==> src/rtl/router_ctrl_fsm.sv <==
// Router control FSM: sequences header decode, payload load, FIFO-full stall and parity check.
// Optional feature: define ROUTER_CTRL_SOFT_RESET_EN to let the selected port's soft_reset abort a packet.
module router_ctrl_fsm (
  input  logic       clock,
  input  logic       reset,
  input  logic       pkt_valid,
  input  logic [1:0] data_in,
  input  logic       fifo_full,
  input  logic [2:0] fifo_empty,
  input  logic [2:0] soft_reset,
  input  logic       parity_done,
  input  logic       low_pkt_valid,
  output logic       detect_add,
  output logic       lfd_state,
  output logic       ld_state,
  output logic       laf_state,
  output logic       full_state,
  output logic       rst_int_reg,
  output logic       write_enb_reg,
  output logic       busy
);

  localparam logic [2:0] DECODE_ADDRESS     = 3'd0;
  localparam logic [2:0] LOAD_FIRST_DATA    = 3'd1;
  localparam logic [2:0] LOAD_DATA          = 3'd2;
  localparam logic [2:0] FIFO_FULL_STATE    = 3'd3;
  localparam logic [2:0] LOAD_AFTER_FULL    = 3'd4;
  localparam logic [2:0] LOAD_PARITY        = 3'd5;
  localparam logic [2:0] CHECK_PARITY_ERROR = 3'd6;
  localparam logic [2:0] WAIT_TILL_EMPTY    = 3'd7;

  logic [2:0] r_state;
  logic [2:0] w_next;
  logic [1:0] r_addr;
  logic [3:0] w_empty_ext;
  logic [3:0] w_soft_ext;

  // Padding to four entries lets address 3 index safely; it is never used to route.
  assign w_empty_ext = {1'b0, fifo_empty};
  assign w_soft_ext  = {1'b0, soft_reset};

  always_comb begin
    w_next = r_state;
    case (r_state)
      DECODE_ADDRESS: begin
        if (pkt_valid && (data_in != 2'd3)) begin
          w_next = w_empty_ext[data_in] ? LOAD_FIRST_DATA : WAIT_TILL_EMPTY;
        end
      end
      WAIT_TILL_EMPTY: begin
        if (w_empty_ext[r_addr]) w_next = LOAD_FIRST_DATA;
      end
      LOAD_FIRST_DATA: w_next = LOAD_DATA;
      LOAD_DATA: begin
        if (fifo_full)       w_next = FIFO_FULL_STATE;
        else if (!pkt_valid) w_next = LOAD_PARITY;
      end
      FIFO_FULL_STATE: begin
        if (!fifo_full) w_next = LOAD_AFTER_FULL;
      end
      LOAD_AFTER_FULL: begin
        if (parity_done)        w_next = DECODE_ADDRESS;
        else if (low_pkt_valid) w_next = LOAD_PARITY;
        else                    w_next = LOAD_DATA;
      end
      LOAD_PARITY:        w_next = CHECK_PARITY_ERROR;
      CHECK_PARITY_ERROR: w_next = fifo_full ? FIFO_FULL_STATE : DECODE_ADDRESS;
      default:            w_next = DECODE_ADDRESS;
    endcase
`ifdef ROUTER_CTRL_SOFT_RESET_EN
    // Only the port this packet is routed to may abort it.
    if ((r_state != DECODE_ADDRESS) && w_soft_ext[r_addr]) w_next = DECODE_ADDRESS;
`endif
  end

`ifndef ROUTER_CTRL_SOFT_RESET_EN
  logic w_unused_soft_reset;
  assign w_unused_soft_reset = ^w_soft_ext;
`endif

  always_ff @(posedge clock or posedge reset) begin
    if (reset) begin
      r_state <= DECODE_ADDRESS;
      r_addr  <= 2'd0;
    end else begin
      r_state <= w_next;
      if ((r_state == DECODE_ADDRESS) && (w_next != DECODE_ADDRESS)) r_addr <= data_in;
    end
  end

  assign detect_add    = (r_state == DECODE_ADDRESS);
  assign lfd_state     = (r_state == LOAD_FIRST_DATA);
  assign ld_state      = (r_state == LOAD_DATA);
  assign laf_state     = (r_state == LOAD_AFTER_FULL);
  assign full_state    = (r_state == FIFO_FULL_STATE);
  assign rst_int_reg   = (r_state == CHECK_PARITY_ERROR);
  assign write_enb_reg = (r_state == LOAD_DATA) || (r_state == LOAD_PARITY) ||
                         (r_state == LOAD_AFTER_FULL);
  assign busy          = !((r_state == DECODE_ADDRESS) || (r_state == LOAD_DATA));

endmodule

==> config.mk <==
export PLATFORM = sky130hd
export DESIGN_NAME = router_ctrl_fsm
export DESIGN_NICKNAME = d
export VERILOG_FILES = /design/src/rtl/router_ctrl_fsm.sv
export SDC_FILE = /design/constraint.sdc
export NUM_CORES = 1
export LEC_CHECK = 0
export CAP_MARGIN = 20
export CORE_AREA = 2 2 39 41
export DETAILED_ROUTE_END_ITERATION = 10
export DIE_AREA = 0 0 41 43
export PLACE_DENSITY = 0.67
export SKIP_LAST_GASP = 1
export SYNTH_ARGS = -nofsm -noshare
export SYNTH_HDL_FRONTEND = slang
export SYNTH_SLANG_ARGS = --single-unit
==> constraint.sdc <==
create_clock -name clock -period 1.3 [get_ports clock]
set_clock_uncertainty 0.1 [all_clocks]
set_input_delay 0.26 -clock clock [delete_from_list [all_inputs] [get_ports clock]]
set_output_delay 0.26 -clock clock [all_outputs]
set_load 0.1 [all_outputs]
* Word level (Yosys, flattened, before mapping)
Index checks and enable logic that the tools add are counted.
Storage, ports and cells: register bits 5, bits in latches 0, RAM bits 0, bits in read-only memories 0, input port bits 14, output and inout port bits 8, word-level logic and storage cells 34, memories kept 0
Operators by class: add/sub/neg operators 0, $mul 0, divide/modulo/power cells 0, order comparisons 2, eq/ne operators 8, shift operators 0, muxes and demuxes 14, bitwise gates (word level) 0, reductions and logical operators 8
Operators by type and width (number):
- 3-bit two-way mux | 8
- 3-bit one-hot mux with 8 select lines | 1
- 3-bit == test, second input constant | 4
- 3-bit by 2-bit == test with 1-bit output, second input constant | 2
- 2-bit by 3-bit less-than comparator with 1-bit output, second input constant | 2
- 1-bit binary-select mux with 2-bit select | 2
- 3-bit by 1-bit == test with 1-bit output, second input constant | 1
- 3-bit zero test | 1
- 1-bit logical OR | 3
- 3-bit nonzero test | 1
- 1-bit logical AND | 2
- 1-bit two-way mux | 2
- 2-bit two-way mux | 1
- 2-bit inequality test, second input constant | 1
- 1-bit zero test | 1

* Longest topological paths before layout
Gate-level depths: netlist (run 1).
depth in word-level cells 7, mapped depth 5, gate-level depth less buffers 4

* Worst setup path after synthesis (run 1)
Ideal clock, no wire load.
path kind register -> output, from reg r_state[2], to out write_enb_reg, data arrival time 2713 ps, required time 940 ps, slack -1773 ps, stages on the path, launching flop included 4, buffers on the path 0, cell sequence dfrtp_1 inv_2 nand2_1 o21ai_0
Between the ends: word-level cells in the longest chain between the ends 3, elaborated cells between the ends (all ways) 5, classes of those cells 3 x eq/ne; 2 x reduce/logical
Ends and longest elaborated chain:
- start: declaration | line 32 | logic [2:0] r_state;
- start signal: assignment | line 86 | r_state <= w_next;
- 3-bit by 2-bit == test with 1-bit output / 3-bit == test (equally long branches) | line 97 | assign write_enb_reg = (r_state == LOAD_DATA) || (r_state == LOAD_PARITY) ||
- 1-bit logical OR | line 97
- 1-bit logical OR * | line 97
- end: declaration | line 19 | output logic write_enb_reg,
Every way passes the cells marked *; elsewhere a longest branch is shown, timed or not.

* Worst setup path after layout (run 1)
from reg r_state[0], to out detect_add
Between the ends: word-level cells in the longest chain between the ends 1
Ends and longest elaborated chain:
- 3-bit zero test | line 91 | assign detect_add = (r_state == DECODE_ADDRESS);
- end: declaration | line 13 | output logic detect_add,
No other way between the ends.

==> impl_metrics.toml, run 1 <==
[outcome]
status = "finished with violations"
failed_checks = "setup timing"

[finish]
synthToLayoutAreaGrowth_pct = 146
fin_nets = 98
num_antenna_cells = 0
nFillCells = 107
final_area_um2 = 967
utilization_pct = 69.9
drive_above_1_share_pct = 59.0

[logic_synthesis]
synthArstFlopShare_pct = 100
synth_top_area_share_pct = 31.8
synth_top_area_cell = "dfrtp_1"
yosysWarnings = 0
synth-seq-area-share_pct = 31.8
synth-simple-area-share_pct = 24.2
synth_commonest_cells = "nor2_1 (6), dfrtp_1 (5)"
synth_seq_cells = 5
synth_mux_area_share_pct = 7.64
synth_cell_types = 22
synth-edff-count = 0
post-synth-top-count-cell = "nor2_1"
yosys_most_used_dff = "dfrtp_1"
synth-compound-area-share_pct = 26.8
synth_top_family_by_area = "compound AO/OA/AOI/OAI gates"
synthCells = 45
avgSynthCellArea_um2 = 8.73
syn_area_um2 = 393
synth_xor_area_share_pct = 0
synth_fa_ha_area_share_pct = 0
synth_nets = 59
synth_area_leaders = "dfrtp_1 (32%), mux2i_1 (7.6%), o221ai_1 (6.7%), buf_6 (5.7%), nor2_1 (5.7%)"

[global_routing]
grt_pass1_vias = 477
grt_pass1_wl_um = 1900
grt_usage_pct = 15.6
antenna_found_initial = 0
grt_overflow = 0
grt_max_degree = 8

[timing]
drv_slew = 0
final-setup-viol-count = 13
fin_ws_ns = -0.347
tightest_slew_ns = 0.238
layout_min_cycle_time_ns = 1.65
fin_setup_tns_ns = -2.70
rsz0062_at_grt = "true"
slew_headroom_pct = 84.1
clock.fmax_mhz = 607
holdWs_ns = 0.111
hold_violations = 0
timing.final.crit_share_pct = 127

[cts]
clock_tree.root_cell = "clkbuf_4"
cts_tree = "yes"
clock-sinks = 5
cts_hold_buf = 0
clk_latency_ns = 0.23
cts_made_buffers = 3
clk_pin_slew_ns = 0.04
h-tree-depth = 1
clock_tree.buffer_depth = 2

[floorplan]
die_w_um = 41
coreArea_um2 = 1380
row_count = 14
die_area_um2 = 1760
initial_core_util_pct = 28.4
die_h_um = 43
io_pins = 22

[detailed_routing]
ant_nets = 0
wire_per_inst_um = 12.1
num_vias = 482
drt_first_iter_violations = 4
route.detailed.drc = 0
viasPerCell = 4.87
firstDrtPassIters = 2
route.final.wire_length_um = 1200

[hold_path]
min-delay-path-class = "input port to asynchronous set/reset pin"

[critical_path]
worst_setup_path_end_kind = "primary output"
crit_arrival_ns = 1.29
startpoint_type = "flop"
crit_fanout = 3
critical_path_class = "flop to primary output"
crit_required_ns = 0.94

[job]
drv_cap = 0

[placement]
port_buffers = 18
placedInstanceArea_um2 = 825
place_congestion = 0.739
dp.final_hpwl_um = 930
==> cell type report <==
cell class | instances | area (um^2) | area share, %
well taps | 16 | 20.0 | 2.07
inverters | 4 | 20.0 | 2.07
repair buffers | 36 | 433 | 44.8
clock buffers | 4 | 26.3 | 2.72
flip-flops and latches | 5 | 126 | 13.1
multi-input cells | 34 | 342 | 35.3
==> kinds of logic after synthesis <==
group                  Yosys count
AOI/OAI and AO/OA               14
DFF                              5
and+or+nand+nor                 17
muxes                            3
buffers and inverters            6
==> layout by cell type (no fill, tap or decap), types with 3 or more instances in the layout <==
cell type         n
dfrtp_1           4
buf_6             7
clkbuf_4          3
mux2i_1           3
buf_4            10
buf_12            9
nor2_4            4
clkdlybuf4s50_1   9
==> state kept, by name, indices dropped and copies added (netlist names) <==
name	cells
r_state	3
r_addr	2
==> stage by stage <==
stage               cells  setup slack [ns]
floorplan              45            -0.704
global placement       90            -0.344
detailed placement     90            -0.399
CTS                    97            -0.348
global route           99            -0.407
finish                 99            -0.347
==> worst paths after layout <==
check	startpoint	end	slack [ns]	cells after the start
setup reg to reg	r_state[2]	r_state[1]	-0.15	6
max in group asynchronous	reset	r_state[1]	0.81	2
min in group clock	r_addr[1]	r_addr[1]	0.48	1
hold reg to reg	r_addr[1]	r_addr[1]	0.48	1
setup / recovery	r_state[0]	detect_add	-0.35	4
hold / removal	reset	r_state[2]	0.11	2
==> routing by layer <==
| metal | wire [um] | vias up | GRT usage, % |
|---|---|---|---|
| li1 | - | 243 | - |
| met1 | 498 | 229 | 17.8 |
| met2 | 662 | 10 | 26.6 |
| met5 | 0 | - | 0 |
| met3 | 37 | 0 | 1.57 |
| met4 | 0 | 0 | 8.00 |
==> what timing repair did <==
item	in CTS	in global routing
hold endpoints to repair	0	0
pin swaps	7	4
setup endpoints to repair	13	13
gates resized for setup	15	6
buffers inserted	4	2
==> worst max-delay path, stage by stage, from the launching register on <==
cell,delay (ns)
dfrtp_1,0.42
buf_12,0.15
nor3_4,0.19
buf_6,0.13
buf_12,0.16
Power of run 1 is left out: the tool's default activity adds up to more than one toggle a clock period on the data nets, which glitch-free logic cannot reach.
==> run 2, diff against run 1 <==
SKIP_LAST_GASP = unset   (was 1)
==> run 2 against run 1 <==
  * Sequential cell count is the same
  * Register-to-register slack about the same
  * The run still ends with setup timing left
  * Critical path type unchanged
  * Fmax up 0.21%
  * First-iteration DRC count is 25% higher
  * Setup slack better by 0.0035 ns
  * Clock-buffer cell count unchanged
==> impl_metrics.toml, run 2 (same netlist as run 1, synthesis figures left out) <==
[global_routing]
grt_pass1_vias = 488
antenna_found_initial = 0
met1_usage_pct = 18.4
grt_overflow = 0
grt_pass1_wl_um = 1950
grt-busiest-layer = "met2"
grtUsageMet3_pct = 1.57
gr-usage-met2_pct = 27.2
grt_max_degree = 8
grt_usage_pct = 16.0

[finish]
top_regs = "r_state (3), r_addr (2)"
fin_nets = 98
largest_reg_flops = 3
final_cell_mix = "buf_4 (10), clkdlybuf4s50_1 (9), buf_12 (9)"
drive_above_1_share_pct = 60.2
fin_cells = 99
regMostFlops = "r_state"
layout_commonest_cell = "buf_4"
num_antenna_cells = 0
synthToLayoutAreaGrowth_pct = 147

[floorplan]
initial_core_util_pct = 28.4
coreArea_um2 = 1380
die_w_um = 41
row_count = 14
io_pins = 22
die_area_um2 = 1760
die_h_um = 43

[critical_path]
critical_path_class = "flop to primary output"
crit_required_ns = 0.94
worst_setup_path_end_kind = "primary output"
startpoint_type = "flop"
crit_arrival_ns = 1.28
crit_fanout = 3

[timing]
final-setup-viol-count = 13
tightest_slew_ns = 0.240
clock.fmax_mhz = 609
rsz0062_at_grt = "true"
layout_min_cycle_time_ns = 1.64
timing.final.crit_share_pct = 126
slew_headroom_pct = 83.9
hold_violations = 0
drv_slew = 0
fin_ws_ns = -0.343

[cts]
clock_tree.buffer_depth = 2
cts_hold_buf = 0
cts_made_buffers = 3
clk_latency_ns = 0.23
clock-sinks = 5
cts_tree = "yes"
clock_tree.root_cell = "clkbuf_4"
clk_pin_slew_ns = 0.04
h-tree-depth = 1

[detailed_routing]
wire_per_inst_um = 12.2
route.detailed.drc = 0
ant_nets = 0
drt_first_iter_violations = 5
num_vias = 488
firstDrtPassIters = 4
viasPerCell = 4.93
route.final.wire_length_um = 1210

[placement]
place_congestion = 0.739
dp.cells = 90
port_buffers = 18
dp.final_hpwl_um = 930
dpl_worst_slack_ns = -0.399

[outcome]
failed_checks = "setup timing"
status = "finished with violations"

[job]
drv_cap = 0

[hold_path]
min-delay-path-class = "input port to asynchronous set/reset pin"
[run 2: cell type report]
type	instances	area, um^2
clock buffers	4	26.3
fillers	106	414
repair buffers	36	433
flip-flops and latches	5	126
inverters	4	20.0
multi-input cells	34	344
well taps	16	20.0
[run 2: timing repair]
action | in CTS | in global routing
endpoints found under the hold margin | 0 | 0
resized for setup | 16 | 6
buffers inserted | 4 | 2
pin swaps | 7 | 4
cloned | 0 | 0
endpoints found under the setup margin | 13 | 13
[run 2: layer usage]
metal	routed length, um	up-vias
met1	499	236
met4	0	0
met5	0	-
met2	672	10
met3	37	0
li1	-	242
[run 2: path summary, 6_finish.rpt]
check	cells after the start	startpoint	slack [ns]	to
min in group clock	1	r_addr[1]	0.48	r_addr[1]
min reg2reg	1	r_addr[1]	0.48	r_addr[1]
max reg2reg	6	r_state[2]	-0.15	r_state[1]
max	4	r_state[0]	-0.34	detect_add
min	2	reset	0.11	r_state[2]
max in group asynchronous	2	reset	0.81	r_state[1]
[run 2: worst max-delay path, cell delays in order (launching register included)]
cell     delay, ns
dfrtp_1       0.41
buf_12        0.15
nor3_4        0.19
buf_6         0.13
buf_12        0.16
[run 2: through the flow]
| stage | util, % | hold slack, ns | cell area (um^2) | setup TNS (ns) |
|---|---|---|---|---|
| 3_5_place_dp | 59.6 | 0.361 | 825 | -1.84 |
| 2_1_floorplan | - | -0.0615 | 457 | -6.07 |
| 5_1_grt | 70.1 | 0.129 | 970 | -3.45 |
| 6_report | 70.1 | 0.111 | 970 | -2.66 |
| 3_3_place_gp | 59.6 | 0.364 | 825 | -1.60 |
| 4_1_cts | 67.1 | 0.104 | 928 | -2.65 |
Power of run 2 is left out for the same reason.
